`config.mk`:
```
export PLATFORM = sky130hd
export DESIGN_NAME = load_buffer_prefetch
export DESIGN_NICKNAME = d
export VERILOG_FILES = /design/src/rtl/load_buffer_prefetch_pkg.sv /design/src/rtl/load_buffer_prefetch_bank.sv /design/src/rtl/load_buffer_prefetch.sv
export SDC_FILE = /design/constraint.sdc
export NUM_CORES = 1
export LEC_CHECK = 0
export CORE_MARGIN = 1
export CORE_UTILIZATION = 59
export CTS_CLUSTER_DIAMETER = 150
export DETAILED_ROUTE_END_ITERATION = 7
export MAX_ROUTING_LAYER = met4
export PLACE_DENSITY = 0.8
export SYNTH_ARGS = -nofsm -noshare
export SYNTH_HDL_FRONTEND = slang
export SYNTH_SLANG_ARGS = --single-unit
```
`constraint.sdc`:
```
create_clock -name Clk -period 2.95 [get_ports Clk]
set_clock_uncertainty 0.2 [all_clocks]
set_input_delay 0.4425 -clock Clk [delete_from_list [all_inputs] [get_ports Clk]]
set_output_delay 0.4425 -clock Clk [all_outputs]
set_load 0.02 [all_outputs]
```
`src/rtl/load_buffer_prefetch_pkg.sv`:
```
// Shared definitions for the load-buffer prefetch block: FSM encoding,
// default geometry and buffer-select constants.
package load_buffer_prefetch_pkg;

   localparam int DEPTH_DEF  = 8;
   localparam int IDX_W_DEF  = 3;
   localparam int STRIDE_DEF = 4;

   localparam logic BUF_A = 1'b0;
   localparam logic BUF_B = 1'b1;

   typedef enum logic [1:0] {
      ST_IDLE  = 2'd0,
      ST_ISSUE = 2'd1,
      ST_DRAIN = 2'd2,
      ST_DONE  = 2'd3
   } fill_state_e;

endpackage

```
`src/rtl/load_buffer_prefetch_bank.sv`:
```
// DEPTH x 32 word buffer: synchronous clear, one write port, one
// combinational read port.
module load_buffer_bank
   import load_buffer_prefetch_pkg::*;
#(
   parameter int DEPTH = DEPTH_DEF,
   parameter int IDX_W = IDX_W_DEF
) (
   input  logic             clk,
   input  logic             clr_i,
   input  logic             we_i,
   input  logic [IDX_W-1:0] waddr_i,
   input  logic [31:0]      wdata_i,
   input  logic [IDX_W-1:0] raddr_i,
   output logic [31:0]      rdata_o
);

   logic [31:0] rd_vec [DEPTH];

   generate
      for (genvar gi = 0; gi < DEPTH; gi++) begin : g_entry
         logic [31:0] entry_q;

         // Clear wins over a write landing on the same edge.
         always_ff @(posedge clk) begin
            if (clr_i) begin
               entry_q <= '0;
            end else if (we_i && (waddr_i == IDX_W'(gi))) begin
               entry_q <= wdata_i;
            end
         end

         assign rd_vec[gi] = entry_q;
      end
   endgenerate

   assign rdata_o = rd_vec[raddr_i];

endmodule

```
`src/rtl/load_buffer_prefetch.sv`:
```
// Prefetch FSM filling buffer A or B with DEPTH consecutive words.
// Optional write-through forwarding and early done: LOAD_BUF_BYPASS_EN.
module load_buffer_prefetch
   import load_buffer_prefetch_pkg::*;
#(
   parameter int DEPTH  = DEPTH_DEF,
   parameter int IDX_W  = IDX_W_DEF,
   parameter int STRIDE = STRIDE_DEF
) (
   input  logic             Clk,
   input  logic             Reset,
   input  logic             fill_req,
   input  logic             fill_sel,
   input  logic [31:0]      fill_base_addr,
   output logic             fill_busy,
   output logic             fill_done,
   output logic             buf_a_valid,
   output logic             buf_b_valid,
   output logic             mem_rd_en,
   output logic [31:0]      mem_rd_addr,
   input  logic [31:0]      mem_rd_data,
   input  logic [IDX_W-1:0] buf_val_1_addr,
   input  logic [IDX_W-1:0] buf_val_2_addr,
   output logic [31:0]      buf_val_1_select,
   output logic [31:0]      buf_val_2_select
);

   fill_state_e      state_q, state_d;
   logic [IDX_W-1:0] issue_cnt_q, issue_cnt_d;
   logic [IDX_W-1:0] wr_cnt_q, wr_cnt_d;
   logic             wr_pend_q, wr_pend_d;
   logic             sel_q, sel_d;
   logic [31:0]      base_q, base_d;
   logic             valid_a_q, valid_a_d;
   logic             valid_b_q, valid_b_d;
   logic             set_valid;
   logic             accept;

   always_comb begin
      state_d     = state_q;
      issue_cnt_d = issue_cnt_q;
      wr_cnt_d    = wr_cnt_q;
      sel_d       = sel_q;
      base_d      = base_q;
      valid_a_d   = valid_a_q;
      valid_b_d   = valid_b_q;
      set_valid   = 1'b0;
      accept      = 1'b0;
      wr_pend_d   = (state_q == ST_ISSUE);

      if (wr_pend_q) begin
         wr_cnt_d = wr_cnt_q + 1'b1;
      end

      case (state_q)
         ST_IDLE, ST_DONE: begin
            if (fill_req) begin
               accept = 1'b1;
            end else if (state_q == ST_DONE) begin
               state_d = ST_IDLE;
            end
         end
         ST_ISSUE: begin
            issue_cnt_d = issue_cnt_q + 1'b1;
            if (issue_cnt_q == IDX_W'(DEPTH - 1)) begin
               state_d = ST_DRAIN;
`ifdef LOAD_BUF_BYPASS_EN
               set_valid = 1'b1;
`endif
            end
         end
         ST_DRAIN: begin
            state_d = ST_DONE;
`ifndef LOAD_BUF_BYPASS_EN
            set_valid = 1'b1;
`endif
         end
         default: state_d = ST_IDLE;
      endcase

      if (set_valid) begin
         if (sel_q == BUF_A) valid_a_d = 1'b1;
         else                valid_b_d = 1'b1;
      end

      // Acceptance never coincides with set_valid, so ordering is free.
      if (accept) begin
         state_d     = ST_ISSUE;
         sel_d       = fill_sel;
         base_d      = fill_base_addr & ~32'd3;
         issue_cnt_d = '0;
         wr_cnt_d    = '0;
         if (fill_sel == BUF_A) valid_a_d = 1'b0;
         else                   valid_b_d = 1'b0;
      end
   end

   always_ff @(posedge Clk) begin
      if (!Reset) begin
         state_q     <= ST_IDLE;
         issue_cnt_q <= '0;
         wr_cnt_q    <= '0;
         wr_pend_q   <= 1'b0;
         sel_q       <= BUF_A;
         base_q      <= '0;
         valid_a_q   <= 1'b0;
         valid_b_q   <= 1'b0;
      end else begin
         state_q     <= state_d;
         issue_cnt_q <= issue_cnt_d;
         wr_cnt_q    <= wr_cnt_d;
         wr_pend_q   <= wr_pend_d;
         sel_q       <= sel_d;
         base_q      <= base_d;
         valid_a_q   <= valid_a_d;
         valid_b_q   <= valid_b_d;
      end
   end

   assign fill_busy   = (state_q == ST_ISSUE) || (state_q == ST_DRAIN);
`ifdef LOAD_BUF_BYPASS_EN
   assign fill_done   = (state_q == ST_DRAIN);
`else
   assign fill_done   = (state_q == ST_DONE);
`endif
   assign buf_a_valid = valid_a_q;
   assign buf_b_valid = valid_b_q;
   assign mem_rd_en   = (state_q == ST_ISSUE);
   assign mem_rd_addr = mem_rd_en ? (base_q + 32'(STRIDE) * 32'(issue_cnt_q)) : 32'd0;

   logic        we_a, we_b;
   logic [31:0] rdata_a, rdata_b;

   assign we_a = wr_pend_q && (sel_q == BUF_A);
   assign we_b = wr_pend_q && (sel_q == BUF_B);

   load_buffer_bank #(.DEPTH(DEPTH), .IDX_W(IDX_W)) u_bank_a (
      .clk     (Clk),
      .clr_i   (~Reset),
      .we_i    (we_a),
      .waddr_i (wr_cnt_q),
      .wdata_i (mem_rd_data),
      .raddr_i (buf_val_1_addr),
      .rdata_o (rdata_a)
   );

   load_buffer_bank #(.DEPTH(DEPTH), .IDX_W(IDX_W)) u_bank_b (
      .clk     (Clk),
      .clr_i   (~Reset),
      .we_i    (we_b),
      .waddr_i (wr_cnt_q),
      .wdata_i (mem_rd_data),
      .raddr_i (buf_val_2_addr),
      .rdata_o (rdata_b)
   );

`ifdef LOAD_BUF_BYPASS_EN
   // Write-through: a read of the entry being written sees the incoming word.
   assign buf_val_1_select = (we_a && (buf_val_1_addr == wr_cnt_q)) ? mem_rd_data : rdata_a;
   assign buf_val_2_select = (we_b && (buf_val_2_addr == wr_cnt_q)) ? mem_rd_data : rdata_b;
`else
   assign buf_val_1_select = rdata_a;
   assign buf_val_2_select = rdata_b;
`endif

endmodule

```
### Yosys cells after proc, flatten, opt, wreduce, memory -nomap -nowiden

Index checks and enable logic that the tools add are counted.

| cells by class | value |
|---|---|
| add/subtract/negate cells | 3 |
| order comparisons | 2 |
| equality and inequality tests | 17 |
| multiplexer cells | 23 |
| bitwise operators | 4 |
| reduce and logical (&&, ||, !) cells | 25 |

Operators by type and width:

| cell | number |
|---|---|
| binary-select mux 32 bit (select 3 bit) | 2 |
| 2-to-1 mux 32 bit | 5 |
| adder 32 x 5 -> 32 bit | 1 |
| logical AND 1 bit | 18 |
| == test 3 bit, second input constant | 5 |
| 2-to-1 mux 1 bit | 12 |
| greater-or-equal comparator 4 bit, second input constant | 2 |
| inverter 3 -> 4 bit | 2 |
| adder 3 x 1 -> 3 bit, second input constant | 2 |
| == test 3 x 2 -> 1 bit, second input constant | 2 |
| 2-to-1 mux 2 bit | 3 |
| inequality test 3 bit, second input constant | 2 |
| case mux 2 bit (3 select lines) | 1 |
| AND reduction 3 bit | 2 |
| == test 2 bit, second input constant | 2 |
| inequality test 2 bit, second input constant | 2 |
| OR reduction 2 bit | 2 |
| == test 3 x 1 -> 1 bit, second input constant | 1 |
| zero test 3 bit | 1 |
| inequality test 3 x 1 -> 1 bit, second input constant | 1 |
| == test 2 x 1 -> 1 bit, second input constant | 1 |
| zero test 2 bit | 1 |
| inequality test 2 x 1 -> 1 bit, second input constant | 1 |
| inverter 1 bit | 2 |
| logical OR 1 bit | 1 |

| word-level totals | value |
|---|---|
| flip-flop bits (word level) | 554 |
| input port bits | 74 |

### Depth between registers and ports, before layout

| depth | value |
|---|---|
| depth in word-level cells | 5 |
| depth in mapped cells | 8 |
| gate-level depth less buffers | 7 |

### Hierarchy

Synthesis repeated with hierarchy kept, for this count alone.

| second synthesis, totals | value |
|---|---|
| cell total of the unflattened synthesis | 2888 |
| area, all modules | 24967.7 µm² |

Modules (own cells, without submodules):

| module | instances | cells an instance | area an instance (µm²) | seq. area each (µm²) |
|---|---|---|---|---|
| load_buffer_bank | 2 | 1277 | 11249.5 | 5124.9 |
| load_buffer_prefetch | 1 | 334 | 2468.6 | 840.8 |

### Least setup slack after synthesis

Ideal clock, no wire load.

| timing | value |
|---|---|
| path kind | register -> output |
| start point | register issue_cnt_q[0] |
| end point | output mem_rd_addr[24] |
| data arrival time | 2.244 ns |
| slack | 0.063 ns |
| cell stages (with the launch flop) | 9 |
| buffers on the path | 1 |
| cell sequence | dfxtp_1 -> ha_1 -> inv_1 -> fa_1 -> nor2b_1 -> buf_2 -> o2111ai_1 -> or4_1 -> a21oi_1 |

| between the ends | value |
|---|---|
| word-level cells in the longest chain between the ends | 2 |

Ends and longest elaborated chain:

| element | line | source |
|---|---|---|
| start: declaration | load_buffer_prefetch.sv:29 | `logic [IDX_W-1:0] issue_cnt_q, issue_cnt_d;` |
| start signal: assignment | load_buffer_prefetch.sv:110 | `issue_cnt_q <= issue_cnt_d;` |
| adder 32 x 5 -> 32 bit | load_buffer_prefetch.sv:129 | `assign mem_rd_addr = mem_rd_en ? (base_q + 32'(STRIDE) * 32'(issue_cnt_q)) : 32'd0;` |
| 2-to-1 mux 32 bit | load_buffer_prefetch.sv:129 |  |
| end: declaration | load_buffer_prefetch.sv:20 | `output logic [31:0] mem_rd_addr,` |

Every way passes these cells.

### Worst setup path in the final report

| timing | value |
|---|---|
| start point | register issue_cnt_q[0] |
| end point | output mem_rd_addr[28] |

Same word-level chain as after synthesis.

==> summary.txt <==
CTS root buf = clkbuf_16
GR Overflow Total = 0
WP data arrival = 2.70 ns
Via count = 21610
Post-synthesis sequential area ratio = 45.73%
DRT antenna net count = 0
Mean routed wirelength per cell = 20.58 um
Clock slew at reported path FFs = 0.06 ns
Main synth FF type = dfxtp_1
Vias in the first global route = 21470
Gate power share = 12.5%
Layout Nets = 3043
Design internal power = 12.68 mW
Relative slew slack = 46.51%
Largest cells by area after synthesis = dfxtp_1 46%, nand2_1 17%, mux4_2 12%
Yosys Warn Count = 0
CTS Buf Count = 54
Height of the die = 204.8 um
Top cell type's share of synthesized area = 45.73%
I/O pin count = 175
Final Instance Area = 28690 um^2
Antenna violations before repair = 0
Hold slack = 0.1874 ns
CP max stage delay = 0.45 ns
EDFF count, synth = 0
Routed WL = 72.32 mm
Worst min path class = in2reg
Fillers = 2930
Critical path required time = 2.31 ns
RSZ-0062 raised after global routing = true
DRC violations left = 0
Detail-routed via count per cell = 6.147
First-pass GRT wire length = 112.5 mm
Ant. Diodes = 0
# hold bufs at CTS = 0
Register bit total from synthesis = 554
Worst Path Class, Setup = reg2out
Area of the core = 40100 um^2
Area of the mapped netlist = 24250 um^2
Share of layout cells above drive strength 1 = 16.29%
Pwr dens = 595.7 nW/um^2
First DRT Iteration DRCs = 2376
Place WS = -0.4007 ns
Slowest-stage cell, CP = or4_1
Crit path launch type = flip-flop
Min cycle time layout = 3.347 ns
Die X = 204.8 um
Final setup fails = 27
Critical-path cell list = ha_4, inv_2, fa_2, nor2b_4, o2111ai_4, or4_1, a21oi_1, buf_4
CP Max Fanout = 6
Setup crit end kind = primary output
Leakage = 9.628 nW
Starting Density = 60.49%
Max capacitance violation total = 0
Switch share = 25.79%
Violated checks = setup timing
# port buffers = 170
Fin. Hold Viols = 0
F_max = 298.7 MHz
DRT Pass-1 Iters = 6
Status = complete, but fails checks
Clock tree buffer depth = 3
Tot GR Track Use = 35.25%
Placer Congestion = 0.8739
Seq pwr share = 46.1%
Clk pwr share = 41.5%
Clk sinks = 554
Dpl hpwl = 42.35 mm
Largest net degree at the start of global routing = 94
FP Rows = 73
Total power = 17.09 mW
Post-synthesis cell type count = 43
Synth Instances = 2886
Slew at the pin closest to its max-slew limit = 0.7998 ns
Htree depth = 2
Fin. max-slew vios = 0
NetSw = 4.407 mW
Area leader, netlist = dfxtp_1
Clock latency on the worst-skew pair = 0.59 ns
Post-layout worst setup margin = -0.3973 ns
Fin crit share = 113.5%
Die area = 41920 um^2
Post-DP Area = 26600 um^2
Worst VDD drop = 442.6 uV
Syn_area_per_cell = 8.404 um^2
Async S/R FF share, synth = 0%
Synth-to-layout area growth = 18.27%
CTS tree = yes
[stage by stage]
stage          util, %  setup TNS, ns  cells
2_1_floorplan        -              0   2887
5_1_grt          71.54         -9.066   3515
3_5_place_dp     66.33         -4.482   3411
6_report         71.54         -7.181   3515
3_3_place_gp     66.33         -3.274   3411
4_1_cts          71.02         -8.386   3508
[cell families after synthesis]
kind of cell / after synthesis / share of synthesized area, %
AND/OR/NAND/NOR: 1208 / 19.50
AO/OA/AOI/OAI: 599 / 13.54
flip-flops: 554 / 45.73
buffers and inverters: 299 / 4.849
multiplexers: 195 / 14.98
adder cells (fa/ha/maj): 18 / 0.9595
XOR/XNOR: 12 / 0.4333
other: 1 / 0.01546
[worst max-delay path, delay by kind of cell, from the launching register on]
kind            cells  cell delay (ns)
compound gates      2             0.34
buf+inv             2             0.22
simple gates        2             0.69
fa+ha+maj           2             0.51
flops               1             0.35
[Yosys cell counts (3+ instances only)]
cell / number
mux2_2: 64
xnor2_1: 6
nor2b_1: 6
nor2_1: 31
o2111ai_1: 3
dfxtp_1: 554
or4_1: 14
o211ai_1: 3
mux4_2: 128
and2_1: 5
a21oi_1: 484
a21boi_1: 18
a211oi_1: 4
buf_4: 4
mux2i_1: 3
or3_1: 3
ha_1: 17
o21ai_0: 5
xor2_1: 6
nand2b_1: 3
nand4_1: 8
o31ai_1: 14
nor3_1: 5
a21boi_0: 63
and3_1: 6
and4_1: 3
buf_2: 31
inv_1: 14
nand2_1: 1103
clkbuf_1: 243
buf_1: 7
nand3_1: 17
[metal layers]
| layer | track usage, % | share of wire, % | vias to the layer above | wire (um) |
|---|---|---|---|---|
| met5 | - | 0 | - | 0 |
| li1 | - | - | 9767 | - |
| met2 | 57.37 | 48 | 1243 | 35020 |
| met4 | 15.38 | 3.6 | 0 | 2607 |
| met3 | 6.443 | 10 | 218 | 7379 |
| met1 | 42.73 | 38 | 10380 | 27320 |
[timing repair]
action / CTS / global route
gates cloned: 0 / 1
resized for setup: 129 / 54
buffers inserted: 2 / 6
endpoints found under the setup margin: 31 / 34
pin swaps: 10 / 7
[state kept, by name (all words and copies together) (netlist names)]
signal                    cells
base_q                       30
issue_cnt_q                   3
buf_a_valid                   1
wr_cnt_q                      3
u_bank_a.g_entry.entry_q    256
wr_pend_q                     1
buf_b_valid                   1
sel_q                         1
state_q                       2
u_bank_b.g_entry.entry_q    256
[worst paths after layout]
check                             startpoint                               to  slack (ns)  cells after the start
max                           issue_cnt_q[0]                  mem_rd_addr[28]       -0.40                      8
min                       fill_base_addr[25]                       base_q[25]        0.19                      3
max reg2reg                       state_q[0]                       base_q[31]        0.55                      6
min reg2reg  u_bank_b.g_entry[2].entry_q[26]  u_bank_b.g_entry[2].entry_q[26]        0.25                      2
[power by group through the flow]
stage | Clock (mW) | Combinational (mW) | Sequential (mW)
after CTS | 7.13 | 2.00 | 7.86
after detailed placement | 0 | 1.99 | 8.02
after global routing | 7.47 | 2.27 | 7.89
after global placement | 0 | 1.93 | 8.00
final | 7.09 | 2.13 | 7.87
after floorplan | 0 | 1.25 | 7.98
[layout by cell type (no fill, tap or decap), types with 17 or more instances in the layout]
cell,synthesis,routed
nand2_1,1103,1103
mux4_2,128,128
a21boi_1,18,18
buf_4,4,121
buf_12,0,19
mux2_2,64,64
a21oi_1,484,474
dfxtp_1,554,549
clkbuf_16,0,55
nor2_1,31,22
clkdlybuf4s50_1,0,131
a21boi_0,63,63
nand3_1,17,17
[final cells by class]
type / count / area (um^2) / share of cell area (%)
multi-input combinational: 2034 / 12250 / 42.70
sequential: 554 / 11100 / 38.68
timing repair buffer: 292 / 2800 / 9.761
clock buffer: 82 / 1618 / 5.640
tap: 525 / 656.9 / 2.290
clock inverter: 13 / 196.4 / 0.6848
inverter: 14 / 63.81 / 0.2224
timing repair inverter: 1 / 5.005 / 0.01745
Power figures use the tool's default switching activity.
